**config.mk**
```make
export PLATFORM = sky130hd
export DESIGN_NAME = ssp_xfer_ctrl
export DESIGN_NICKNAME = d
export VERILOG_FILES = /design/src/rtl/ssp_xfer_ctrl.sv
export SDC_FILE = /design/constraint.sdc
export NUM_CORES = 1
export LEC_CHECK = 0
export BUFFER_PORTS_ARGS = -buffer_cell sky130_fd_sc_hd__buf_2
export CORE_UTILIZATION = 45
export CTS_CLUSTER_SIZE = 25
export DETAILED_ROUTE_END_ITERATION = 10
export PLACE_DENSITY_LB_ADDON = 0.05
export SYNTH_ARGS = -nofsm -noshare
export SYNTH_HDL_FRONTEND = slang
export SYNTH_SLANG_ARGS = --single-unit
export TNS_END_PERCENT = 5
```
**constraint.sdc**
```tcl
create_clock -name PCLK -period 2.7 [get_ports PCLK]
set_input_delay 0.405 -clock PCLK [delete_from_list [all_inputs] [get_ports PCLK]]
set_output_delay 0.405 -clock PCLK [all_outputs]
set_load 0.1 [all_outputs]
```
**src/rtl/ssp_xfer_ctrl.sv**
```systemverilog
// ssp_xfer_ctrl: APB master that configures an SSP (PL022-style) peripheral
// and moves single 16-bit words through it with status polling.
//
// Handshakes: a word moves on any rising PCLK edge where valid and ready
// are both high; valid, once raised, holds with stable data until that edge.
// tx_ready is high only in READY; rx_valid is high only in RX_HOLD, where
// rx_ready is combinationally accepted in the same cycle.
module ssp_xfer_ctrl #(
  parameter int POLL_LIMIT = 1023
) (
  input  logic        PCLK,
  input  logic        PRESET,
  input  logic [15:0] cfg_cr0,
  input  logic [7:0]  cfg_cpsr,
  input  logic [3:0]  cfg_cr1,
  input  logic        cfg_start,
  output logic        cfg_done,
  input  logic        tx_valid,
  output logic        tx_ready,
  input  logic [15:0] tx_data,
  output logic        rx_valid,
  input  logic        rx_ready,
  output logic [15:0] rx_data,
  output logic        busy,
  output logic        err,
  output logic        PSEL,
  output logic        PENABLE,
  output logic        PWRITE,
  output logic [9:0]  PADDR,
  output logic [15:0] PWDATA,
  input  logic [15:0] PRDATA,
  output logic [3:0]  dbg_state
);

  localparam logic [3:0] S_IDLE     = 4'd0;
  localparam logic [3:0] S_CFG      = 4'd1;
  localparam logic [3:0] S_READY    = 4'd2;
  localparam logic [3:0] S_POLL_TNF = 4'd3;
  localparam logic [3:0] S_WR_DR    = 4'd4;
  localparam logic [3:0] S_POLL_RNE = 4'd5;
  localparam logic [3:0] S_RD_DR    = 4'd6;
  localparam logic [3:0] S_RX_HOLD  = 4'd7;
  localparam logic [3:0] S_ERR      = 4'd8;

  // SSP register word addresses (byte address >> 2)
  localparam logic [9:0] A_CR0  = 10'h000;
  localparam logic [9:0] A_CR1  = 10'h001;
  localparam logic [9:0] A_DR   = 10'h002;
  localparam logic [9:0] A_SR   = 10'h003;
  localparam logic [9:0] A_CPSR = 10'h004;

  // Counter only needs to reach POLL_LIMIT-1 (index of the last allowed read)
  localparam int CW = (POLL_LIMIT < 2) ? 1 : $clog2(POLL_LIMIT);
  localparam logic [CW-1:0] POLL_LAST = CW'(POLL_LIMIT - 1);

  logic [3:0]    state;
  logic          acc;        // 0: SETUP phase, 1: ACCESS phase
  logic [1:0]    step;       // which of the four CFG writes
  logic [CW-1:0] poll_cnt;
  logic [15:0]   tx_word;
  logic [15:0]   cr0_q;
  logic [6:0]    cpsr_q;     // CPSR bits [7:1]; bit 0 is forced to 0
  logic [2:0]    cr1_q;      // {SOD, MS, LBM}; SSE is driven by the sequence
  logic          cfg_accept;
  logic          cfg_bad;

  assign cfg_accept = cfg_start &&
                      (state == S_IDLE || state == S_READY || state == S_ERR);
  assign cfg_bad    = (cfg_cpsr[7:1] == 7'd0);

  assign tx_ready  = (state == S_READY) && !cfg_start;
  assign rx_valid  = (state == S_RX_HOLD);
  assign busy      = !(state == S_IDLE || state == S_READY);
  assign dbg_state = state;

  // APB outputs decoded from state/phase; all zero outside an access
  always_comb begin
    PSEL   = 1'b0;
    PWRITE = 1'b0;
    PADDR  = 10'h000;
    PWDATA = 16'h0000;
    case (state)
      S_CFG: begin
        PSEL   = 1'b1;
        PWRITE = 1'b1;
        case (step)
          2'd0:    begin PADDR = A_CR1;  PWDATA = 16'h0000; end
          2'd1:    begin PADDR = A_CR0;  PWDATA = cr0_q; end
          2'd2:    begin PADDR = A_CPSR; PWDATA = {8'h00, cpsr_q, 1'b0}; end
          default: begin PADDR = A_CR1;  PWDATA = {12'h000, cr1_q[2:1], 1'b1, cr1_q[0]}; end
        endcase
      end
      S_POLL_TNF, S_POLL_RNE: begin
        PSEL  = 1'b1;
        PADDR = A_SR;
      end
      S_WR_DR: begin
        PSEL   = 1'b1;
        PWRITE = 1'b1;
        PADDR  = A_DR;
        PWDATA = tx_word;
      end
      S_RD_DR: begin
        PSEL  = 1'b1;
        PADDR = A_DR;
      end
      default: ;
    endcase
  end

  assign PENABLE = PSEL & acc;

  // Sequencer: config, transmit, poll, receive; acc alternates SETUP/ACCESS
  always_ff @(posedge PCLK or posedge PRESET) begin
    if (PRESET) begin
      state    <= S_IDLE;
      acc      <= 1'b0;
      step     <= 2'd0;
      poll_cnt <= '0;
      tx_word  <= 16'h0000;
      rx_data  <= 16'h0000;
      cr0_q    <= 16'h0000;
      cpsr_q   <= 7'd0;
      cr1_q    <= 3'd0;
      cfg_done <= 1'b0;
      err      <= 1'b0;
    end else begin
      cfg_done <= 1'b0;
      if (cfg_accept) begin
        acc  <= 1'b0;
        step <= 2'd0;
        if (cfg_bad) begin
          state <= S_ERR;
          err   <= 1'b1;
        end else begin
          state  <= S_CFG;
          err    <= 1'b0;
          cr0_q  <= cfg_cr0;
          cpsr_q <= cfg_cpsr[7:1];
          cr1_q  <= {cfg_cr1[3:2], cfg_cr1[0]};
        end
      end else begin
        case (state)
          S_CFG: begin
            acc <= !acc;
            if (acc) begin
              if (step == 2'd3) begin
                state    <= S_READY;
                cfg_done <= 1'b1;
              end else begin
                step <= step + 2'd1;
              end
            end
          end
          S_READY: begin
            if (tx_valid) begin
              tx_word  <= tx_data;
              poll_cnt <= '0;
              state    <= S_POLL_TNF;
            end
          end
          S_POLL_TNF, S_POLL_RNE: begin
            acc <= !acc;
            if (acc) begin
              if ((state == S_POLL_TNF) ? PRDATA[1] : PRDATA[2]) begin
                state <= (state == S_POLL_TNF) ? S_WR_DR : S_RD_DR;
              end else if (poll_cnt == POLL_LAST) begin
                state <= S_ERR;
                err   <= 1'b1;
              end else begin
                poll_cnt <= poll_cnt + CW'(1);
              end
            end
          end
          S_WR_DR: begin
            acc <= !acc;
            if (acc) begin
              poll_cnt <= '0;
              state    <= S_POLL_RNE;
            end
          end
          S_RD_DR: begin
            acc <= !acc;
            if (acc) begin
              rx_data <= PRDATA;
              state   <= S_RX_HOLD;
            end
          end
          S_RX_HOLD: begin
            if (rx_ready) state <= S_READY;
          end
          S_IDLE, S_ERR: ;
          default: state <= S_IDLE;
        endcase
      end
    end
  end

endmodule

```
==> implementation parameters <==
Parameter                              Value

Status
  Outcome ... finished, final reports clean

Critical path
  Element type at the critical path start ... flop
  R2r setup slk ... 0.44 ns
  Worst endpoint data arrival time ... 2.09 ns
  Reg2reg end ... poll_cnt[1]$_DFFE_PP0P_
  Crit path capture ... PADDR[0]
  Category of the most critical setup path ... flop to output port
  First element of the critical path ... dbg_state[1]$_DFFE_PP0P_
  Reg2Reg Launch Point ... dbg_state[1]$_DFFE_PP0P_
  Worst r2r path cells ... 5
  Peak fanout along the critical path ... 17
  Worst setup EP type ... output port
  Worst Path Required ... roughly 2.3 ns

STA
  Tightest Pin Transition ... between 0.6 and 0.7 ns
  Min Clock Period, post-route ... about 2.5 ns
  Slew Limit Fails ... 0
  Relative max-transition margin ... 56.6%
  Final Hold Fails ... 0
  Final setup viols ... 0
  Worst clock skew on the final layout ... ~0.0082 ns
  Fmax achieved ... 0.400 GHz
  Setup repair after global routing missed its margin ... false
  Share of the clock period used by the worst path ... 92.5%

Die
  Die span in x ... between 90 and 100 um
  Die extent in y ... roughly 96 um
  Initial Util ... a little under half
  Floorplan die area ... 0.00924 sq mm
  Std cell rows ... 33
  Top-level I/O count ... 119
  Core area ... around 0.0084 sq mm

Clocking
  CTS tree ... built
  Clk buf depth ... 2
  Clock root buffer master ... clkbuf_8
  Count of clock tree sinks ... 77
  Clock insertion delay at the later pin of the skew report ... 0.35 ns
  Number of buffers created by CTS ... 9
  Clock edge transition at the registers on the reported setup and hold paths ... about 0.080 ns
  Post-CTS Hold Fix Bufs ... 0
  H-tree depth reported by CTS ... 3

Route
  DRC errors left ... 0
  First-pass iteration count of the detailed router ... 4
  Overall via count from detail_route ... between 2,000 and 3,000
  Routed len/inst ... approximately 16 um
  Final Routed Wirelength ... ~9000 um
  Remaining antenna violation count after routing ... 0
  Starting DRC count in detailed routing ... slightly above 90
  DR vias/cell ... 5.29

Global routing
  Initial antenna violation count ... 0
  Pin count of the biggest net entering global routing ... 43
  Global Route Usage Sum ... about a fifth
  Wire length of the first global-routing pass ... between 10,000 and 15,000 um
  Vias in the first global route ... around 2,900
  Final global-route overflow total ... 0

Final layout
  Share of the core filled with cells ... between 60% and 70%
  Register Area ... approximately 0.0019 sq mm
  Antenna cells ... 0
  Fill cell instance count of the final layout ... 706
  Area added between synthesis and finish ... 29.7%
  Area taken by multi-input logic gates ... roughly 0.0019 sq mm
  Share of layout cells above drive strength 1 ... a little under half
  Nets@finish ... 526

Synthesis
  Yosys top cell by area ... dfrtp_1
  Number of standard cells after synthesis ... around 340
  Sequential share of the synthesized area ... roughly 48%
  Count of flip-flops with a built-in enable after synthesis ... 0
  Synth cell count leaders ... dfrtp_1 (77), mux2_2 (33), nand2_1 (33), mux2_4 (20), a31oi_1 (16)
  Netlist area before placement ... around 0.0040 sq mm
  Area share of the largest cell type after synthesis ... around half
  Leading register cell type out of synthesis ... dfrtp_1
  Leading cell types by total area after synthesis ... dfrtp_1 (48%), mux2_2 (9.3%), mux2_4 (7.5%), nand2_1 (3.1%), a22o_1 (2.9%)
  Number of warnings printed during yosys synthesis ... 0
  Share of async-settable or async-resettable flops after synthesis ... 100%
  Post-Syn Area per Cell ... 11.7 sq um
  Seq cells post-synth ... between 70 and 80
  Number of distinct library cells after synthesis ... 54
  Most repeated cell in the gate-level netlist after synthesis ... dfrtp_1

Power
  Total power ... approximately 5.3 mW
  Static power due to leakage ... around 2.6 nW
  Maximum vdd drop ... just under 0.0005 V
  Power per standard cell area ... 1030 mW/mm^2

Place
  HPWL Detailed ... 6300 um
  Port buffer count ... 109
  Final weighted congestion in routability-driven placement ... 0.803

Run
  Number of maximum-capacitance violations ... 0

Min path
  Class of the tightest hold or removal check ... input pin to async pin
-- worst max-delay path, stage by stage, from the launching register on --
cell	delay [ns]
dfrtp_1	0.70
nand2b_1	0.22
a21oi_2	0.25
buf_4	0.21
a21o_1	0.16
buf_12	0.19
-- area by class of cell --
type                            instances  area share (%)
Inverter                                9           0.677
Multi-Input combinational cell        237            37.2
Clock buffer                           10            2.66
Tap cell                              105            2.54
Clock inverter                          6            1.79
Sequential cell                        77            37.3
Timing Repair Buffer                  120            17.9
-- repair_timing --
action	4_1_cts	5_1_grt
buffers inserted	0	0
endpoints found under the setup margin	0	5
resized for setup	0	1
-- where the power goes --
part	total (mW)	internal [mW]	switching, mW
combinational	2.49	0.934	1.56
clock	1.00	0.552	0.451
sequential	1.84	1.52	0.325
-- cells by family after synthesis --
kind of cell / share of synthesized area [%]
XOR/XNOR: 0.659
buffers and inverters: 5.05
adder cells (fa/ha/maj): 2.20
AND/OR/NAND/NOR: 12.7
multiplexers: 17.1
AO/OA/AOI/OAI: 13.8
other: 0.0941
flip-flops: 48.3
-- sequential cells by signal (all words and copies together) (netlist names) --
register / count
tx_word: 16
acc: 1
cpsr_q: 7
cfg_done: 1
step: 2
dbg_state: 4
cr1_q: 3
poll_cnt: 10
err: 1
cr0_q: 16
rx_data: 16
-- cells in the final DEF (no fill, tap or decap), types with 2 or more instances in the layout --
cell        Yosys  final
xnor2_1         2      2
nor2_1         15     13
dfrtp_1        77     75
conb_1          1      7
nor2b_1         3      3
nor3_4          1      2
mux2_2         33     33
a31oi_1        16     16
dfrtp_2         0      2
mux2_4         20     20
o21ai_0        12      8
ha_1            7      7
inv_1           9      8
nor3_1          3      2
nor2_2          0      2
o21ai_1         3      3
nor3_2          3      3
a22oi_1         6      6
inv_6           0      2
clkinvlp_4      0      2
buf_12          0     20
bufinv_16       0      2
buf_4          10      9
clkbuf_8        0     10
a22o_1         13      8
nand2b_1       14     14
nand2_1        33     33
buf_2           5     91
a22o_2          0      5
and3_1         12     11
nor3b_1         2      2
nand4_1         2      2
a21oi_1         4      4
o21ai_2         0      4
-- stage by stage --
step,setup slack [ns],hold slack (ns),instance area (sq um),std cells,TNS [ns]
floorplan,-0.367,0.446,4050,348,-8.65
global route,0.0428,0.167,5170,564,0
CTS,0.0760,0.123,5170,564,0
global placement,0.482,0.465,4940,548,0
finish,0.203,0.113,5170,564,0
detailed placement,0.435,0.466,4940,548,0
-- routing by layer --
| layer | routed length, um | GRT usage, % |
|---|---|---|
| met1 | 4230 | 29.5 |
| met2 | 4180 | 33.7 |
| met3 | 441 | 4.42 |
| met4 | 99 | 6.34 |
| met5 | 0 | 0 |
-- worst min path at each step --
| stage | start | to |
|---|---|---|
| finish | PRESET | poll_cnt[2]$_DFFE_PP0P_ |
| floorplan | cpsr_q[1]$_DFFE_PP0P_ | cpsr_q[1]$_DFFE_PP0P_ |
| CTS | PRESET | acc$_DFFE_PP0P_ |
| global route | PRESET | poll_cnt[4]$_DFFE_PP0P_ |
| detailed placement | cpsr_q[4]$_DFFE_PP0P_ | cpsr_q[4]$_DFFE_PP0P_ |
| global placement | cpsr_q[4]$_DFFE_PP0P_ | cpsr_q[4]$_DFFE_PP0P_ |
(Power assumes the default switching activity.)
